===== config.mk =====
export PLATFORM = sky130hd
export DESIGN_NAME = press_classifier
export DESIGN_NICKNAME = d
export VERILOG_FILES = /design/src/rtl/press_classifier_pkg.sv /design/src/rtl/press_timer.sv /design/src/rtl/press_classifier.sv
export SDC_FILE = /design/constraint.sdc
export NUM_CORES = 1
export LEC_CHECK = 0
export BUFFER_PORTS_ARGS = -buffer_cell sky130_fd_sc_hd__buf_2
export CAP_MARGIN = 0
export CORE_MARGIN = 5
export CORE_UTILIZATION = 47
export CTS_CLUSTER_SIZE = 40
export DETAILED_ROUTE_END_ITERATION = 8
export PLACE_DENSITY = 0.74
export SYNTH_ARGS = -nofsm -noshare
export SYNTH_HDL_FRONTEND = slang
export SYNTH_HIERARCHICAL = 1
export SYNTH_SLANG_ARGS = --single-unit

===== constraint.sdc =====
create_clock -name clk_i -period 3.45 [get_ports clk_i]
set_input_delay 0.1725 -clock clk_i [delete_from_list [all_inputs] [get_ports clk_i]]
set_output_delay 0.1725 -clock clk_i [all_outputs]
set_load 0.05 [all_outputs]

===== src/rtl/press_classifier_pkg.sv =====
// Shared types and sizing helpers for the press classifier.
package press_classifier_pkg;

    typedef enum logic [1:0] {
        WAIT_REL = 2'd0,
        IDLE     = 2'd1,
        PRESS1   = 2'd2,
        GAP      = 2'd3
    } press_state_e;

    // The timer has to hold the larger of the two thresholds.
    function automatic int timer_width(input int long_cycles, input int gap_cycles);
        int max_cycles;
        max_cycles = (long_cycles > gap_cycles) ? long_cycles : gap_cycles;
        return $clog2(max_cycles + 1);
    endfunction

endpackage


===== src/rtl/press_timer.sv =====
// Saturating up-counter with synchronous clear and count enable.
module press_timer #(
    parameter int W = 4
) (
    input  logic         clk_i,
    input  logic         rst_i,
    input  logic         clr_i,
    input  logic         en_i,
    output logic [W-1:0] cnt_o
);

    localparam logic [W-1:0] CNT_MAX = '1;

    logic [W-1:0] cnt_q;
    logic [W-1:0] cnt_d;
    logic [W-1:0] cnt_base;

    // Clear and enable together load 1, so the current sample is counted.
    always_comb begin
        cnt_base = clr_i ? '0 : cnt_q;
        cnt_d    = cnt_base;
        if (en_i && (cnt_base != CNT_MAX)) begin
            cnt_d = cnt_base + 1'b1;
        end
    end

    always_ff @(posedge clk_i) begin
        if (rst_i) begin
            cnt_q <= '0;
        end else begin
            cnt_q <= cnt_d;
        end
    end

    assign cnt_o = cnt_q;

endmodule


===== src/rtl/press_classifier.sv =====
// Classifies debounced switch gestures into short, long and double presses,
// emitting one-cycle pulses and a wrapping event count.
//
// state    | meaning
// ---------+----------------------------------------------------------
// WAIT_REL | ignore the switch until a low sample is seen
// IDLE     | released, waiting for the first rise of a gesture
// PRESS1   | first press held, timer counts high samples
// GAP      | first press released, timer counts low samples
module press_classifier
    import press_classifier_pkg::*;
#(
    parameter int LONG_CYCLES = 1000,
    parameter int GAP_CYCLES  = 300,
    parameter int EVT_W       = 8
) (
    input  logic             clk_i,
    input  logic             rst_i,
    input  logic             db_level_i,
    output logic             pressed_o,
    output logic             short_o,
    output logic             long_o,
    output logic             double_o,
    output logic [EVT_W-1:0] event_count_o
);

    localparam int TMR_W = timer_width(LONG_CYCLES, GAP_CYCLES);
    localparam logic [TMR_W-1:0] LONG_LAST = TMR_W'(LONG_CYCLES - 1);
    localparam logic [TMR_W-1:0] GAP_LAST  = TMR_W'(GAP_CYCLES - 1);
    localparam logic [TMR_W-1:0] GAP_LIM   = TMR_W'(GAP_CYCLES);

    press_state_e     state_q, state_d;
    logic             lvl_q, lvl_d;
    logic             lvl_prev_q, lvl_prev_d;
    logic             smp_vld_q, smp_vld_d;
    logic             short_q, short_d;
    logic             long_q, long_d;
    logic             double_q, double_d;
    logic [EVT_W-1:0] evt_cnt_q, evt_cnt_d;
    logic [TMR_W-1:0] tmr_cnt;
    logic             tmr_clr;
    logic             tmr_en;
    logic             rise;
    logic             pulse;

    press_timer #(
        .W(TMR_W)
    ) u_press_timer (
        .clk_i (clk_i),
        .rst_i (rst_i),
        .clr_i (tmr_clr),
        .en_i  (tmr_en),
        .cnt_o (tmr_cnt)
    );

    // lvl_q right after reset is the reset value, not a real sample, so the
    // FSM waits one cycle; otherwise a switch held through reset would look
    // like a release followed by a fresh rise.
    always_comb begin
        lvl_d      = db_level_i;
        lvl_prev_d = lvl_q;
        smp_vld_d  = 1'b1;
    end

    assign rise = lvl_q & ~lvl_prev_q;

    always_comb begin
        state_d  = state_q;
        tmr_clr  = 1'b0;
        tmr_en   = 1'b0;
        short_d  = 1'b0;
        long_d   = 1'b0;
        double_d = 1'b0;
        if (smp_vld_q) begin
            case (state_q)
                WAIT_REL: begin
                    if (!lvl_q) begin
                        state_d = IDLE;
                        tmr_clr = 1'b1;
                    end
                end
                IDLE: begin
                    if (rise) begin
                        state_d = PRESS1;
                        tmr_clr = 1'b1;
                        tmr_en  = 1'b1;
                    end
                end
                PRESS1: begin
                    if (lvl_q) begin
                        if (tmr_cnt == LONG_LAST) begin
                            long_d  = 1'b1;
                            state_d = WAIT_REL;
                            tmr_clr = 1'b1;
                        end else begin
                            tmr_en = 1'b1;
                        end
                    end else begin
                        state_d = GAP;
                        tmr_clr = 1'b1;
                        tmr_en  = 1'b1;
                    end
                end
                GAP: begin
                    if (rise) begin
                        if (tmr_cnt < GAP_LIM) begin
                            double_d = 1'b1;
                            state_d  = WAIT_REL;
                            tmr_clr  = 1'b1;
                        end
                    end else if (!lvl_q) begin
                        if (tmr_cnt == GAP_LAST) begin
                            short_d = 1'b1;
                            state_d = IDLE;
                            tmr_clr = 1'b1;
                        end else begin
                            tmr_en = 1'b1;
                        end
                    end
                end
                default: begin
                    state_d = WAIT_REL;
                    tmr_clr = 1'b1;
                end
            endcase
        end
    end

    assign pulse = short_d | long_d | double_d;

    always_comb begin
        evt_cnt_d = evt_cnt_q + {{(EVT_W-1){1'b0}}, pulse};
    end

    always_ff @(posedge clk_i) begin
        if (rst_i) begin
            state_q    <= WAIT_REL;
            lvl_q      <= 1'b0;
            lvl_prev_q <= 1'b0;
            smp_vld_q  <= 1'b0;
            short_q    <= 1'b0;
            long_q     <= 1'b0;
            double_q   <= 1'b0;
            evt_cnt_q  <= '0;
        end else begin
            state_q    <= state_d;
            lvl_q      <= lvl_d;
            lvl_prev_q <= lvl_prev_d;
            smp_vld_q  <= smp_vld_d;
            short_q    <= short_d;
            long_q     <= long_d;
            double_q   <= double_d;
            evt_cnt_q  <= evt_cnt_d;
        end
    end

    assign pressed_o     = lvl_q;
    assign short_o       = short_q;
    assign long_o        = long_q;
    assign double_o      = double_q;
    assign event_count_o = evt_cnt_q;

endmodule


==> impl_results.md <==
- Placed Area: 1470 µm²
- Largest net degree at the start of global routing: 23
- Crit path DAT: 3.28 ns
- Synth unique cells: 47
- Vias/cell: 5.83
- Row cnt: 19
- Mapped Area: 1380 µm²
- Share of layout cells above drive strength 1: 16.3%
- CTS buffer count: 3
- Clock Sinks: 26
- TNS Setup: 0 ns
- Avg Synthesized Cell Area: 8.77 µm²
- First-pass GRT wire length: 4820 µm
- N_diodes: 0
- Pleak: 0.617 nW
- Seq cells post-synth: 26
- Initial DRC Count: 87
- Seq/Total Area, Yosys: 37.8%
- Placeable Area: 2780 µm²
- Clock latency on the worst-skew pair: 0.32 ns
- Synth Area in Simple Gates: 33.6%
- Die area: 4110 µm²
- GP Congestion: 0.890
- Hold crit path type: in -> reg
- Total length of routed wires: 2830 µm
- Post-synth EDFFs: 0
- Vias: 1184
- Total Routing Usage GR: 14.2%
- CTS resizes: 0
- Mapped Nets: 163
- Buffers on Ports: 14
- Die width: 64.1 µm
- Initial Util: 49.5%
- RSZ-0062 raised after global routing: no
- DR pass1 iterations: 5
- CTS tree: yes
- Longest Clk Path Bufs: 2
- Setup violators final: 0
- Kind of critical path: reg -> reg
- Post-CTS Setup Inserts: 0
- Hpwl dp: 2080 µm
- Primary FF master, synth: dfxtp_1
- Worst Max-Slew Pin Slew: 0.579 ns
- Fin crit share: 89.4%
- Worst setup EP type: register
- Clock Root Buffer: clkbuf_4
- Setup ws final: 0.366 ns
- Slew Limit Fails: 0
- XOR/XNOR Fraction of Synth Area: 5.09%
- Skew final: 0.00869 ns
- Total power: 0.000543 W
- Die Y: 64.1 µm
- Area growth syn-to-layout: 10.5%
- Drt drc: 0
- Status: complete, no violations
- Worst-path clk slew: 0.14 ns
- GRT overflow: 0
- Post-synthesis mux area share: 1.45%
- Initial antenna violation count: 0
- Nets@finish: 179
- Yosys warns: 6
- Max IR drop VDD: 0.000195 V
- DR WL/cell: 13.9 µm
- Largest family of logic cells by synthesized area: simple AND/OR/NAND/NOR gates
- Adder-cell share of the synthesized area: 2.73%
- Post-synth ARST share: 0%
- Detail Route Antenna Nets: 0
- Final Hold Fails: 0
- Worst rel slew slack: 61.2%
- IO Pins: 15
- Fin crit period: 3.08 ns
- Synthesized instance count: 157
- # H-tree levels: 1
- Number of global-route vias before repair: 1080
- Critical Path Source Type: register
- Crit path max fanout: 7
- Cell area after layout: 1520 µm²
- PD cells: 357 nW/µm²
- Top achievable clock speed: 0.324 GHz
- Compound-Gate Fraction of Synth Area: 14.7%
- Post-place setup slack: 0.358 ns
- Required @ worst endpoint: 3.64 ns
- Maxcap violations: 0
- Post-CTS Hold Buffers: 0
==> cell type report <==
type	instances	area [µm²]
clock buffers	3	22.5
clock inverters	1	30.0
fillers	252	1260
inverters	10	37.5
multi-input cells	117	793
flip-flops and latches	26	520
well taps	31	38.8
repair buffers	15	77.6
==> cell usage in the layout, fill, tap and decap left out, types with 4 or more instances in the layout <==
cell	count
buf_2	14
nor2b_1	6
dfxtp_1	26
nor2_1	15
xor2_1	5
o21ai_0	5
nand2_1	9
nand3_1	12
inv_1	10
a21oi_1	4
nor3_1	8
==> logic make-up after synthesis <==
group / after synthesis
XOR/XNOR: 8
AND/OR/NAND/NOR: 76
adder cells (fa/ha/maj): 3
flip-flops: 26
buffers and inverters: 14
AO/OA/AOI/OAI: 28
multiplexers: 2
==> per-layer routing <==
layer | vias to the layer above | part of all wire [%] | global-route usage (%)
met5 | - | 0 | 0
met4 | 0 | 1.1 | 5.09
met3 | 4 | 5.7 | 3.15
met2 | 36 | 45 | 22.2
met1 | 543 | 48 | 19.2
li1 | 601 | - | -
==> flip-flops by register name (all words and copies together) (netlist names) <==
| register | count |
|---|---|
| state_q | 2 |
| lvl_prev_q | 1 |
| long_o | 1 |
| pressed_o | 1 |
| smp_vld_q | 1 |
| u_press_timer/cnt_o | 10 |
| event_count_o | 8 |
| short_o | 1 |
| double_o | 1 |
==> worst paths after layout <==
| path | startpoint | end | depth (start not counted) | slack, ns |
|---|---|---|---|---|
| max | u_press_timer/cnt_o[3] | u_press_timer/cnt_o[9] | 8 | 0.37 |
| min | db_level_i | pressed_o | 2 | 0.06 |
| max reg2reg | u_press_timer/cnt_o[3] | u_press_timer/cnt_o[9] | 8 | 0.37 |
| min reg2reg | event_count_o[7] | event_count_o[7] | 2 | 0.53 |
==> worst max-delay path, stage by stage, from the launching register on <==
cell	delay, ns
dfxtp_1	0.50
or4b_4	0.52
nor4b_2	0.31
o21ai_1	0.14
a31oi_1	0.52
nor2b_1	0.17
ha_1	0.31
o311ai_0	0.36
o41ai_1	0.13
==> metrics by stage <==
step                cells  util, %  hold slack (ns)
finish                203     54.7           0.0565
global route          203     54.7           0.0419
CTS                   203     54.7           0.0368
detailed placement    199     52.8            0.392
global placement      199     52.8            0.392
floorplan             157        -            0.244
==> cell usage after synthesis (2+ instances only) <==
master / number / area (µm²)
o211a_1: 2 / 20.0
nand3b_1: 2 / 15.0
and3_2: 2 / 15.0
o21ai_0: 5 / 25.0
or2b_1: 3 / 22.5
dfxtp_1: 26 / 521
nor3_1: 8 / 40.0
nand3_1: 12 / 60.1
nand2_1: 9 / 33.8
mux2i_1: 2 / 20.0
a31oi_1: 2 / 12.5
and4_1: 3 / 26.3
nor4_1: 3 / 18.8
xor2_1: 5 / 43.8
a21oi_1: 4 / 20.0
nor2_1: 15 / 56.3
nor2b_1: 6 / 37.5
xnor2_1: 3 / 26.3
inv_1: 10 / 37.5
a21o_1: 2 / 15.0
and3_1: 3 / 18.8
o21ai_1: 2 / 10.0
clkbuf_1: 2 / 7.51
ha_1: 3 / 37.5
==> power by group <==
group          internal, W  switching [W]   total, W
clock             0.000117      0.0000898   0.000207
sequential        0.000304     0.00000577   0.000309
combinational   0.00000915      0.0000172  0.0000264
total             0.000430       0.000113   0.000543
Note: power is estimated with default switching activity, not from simulation.
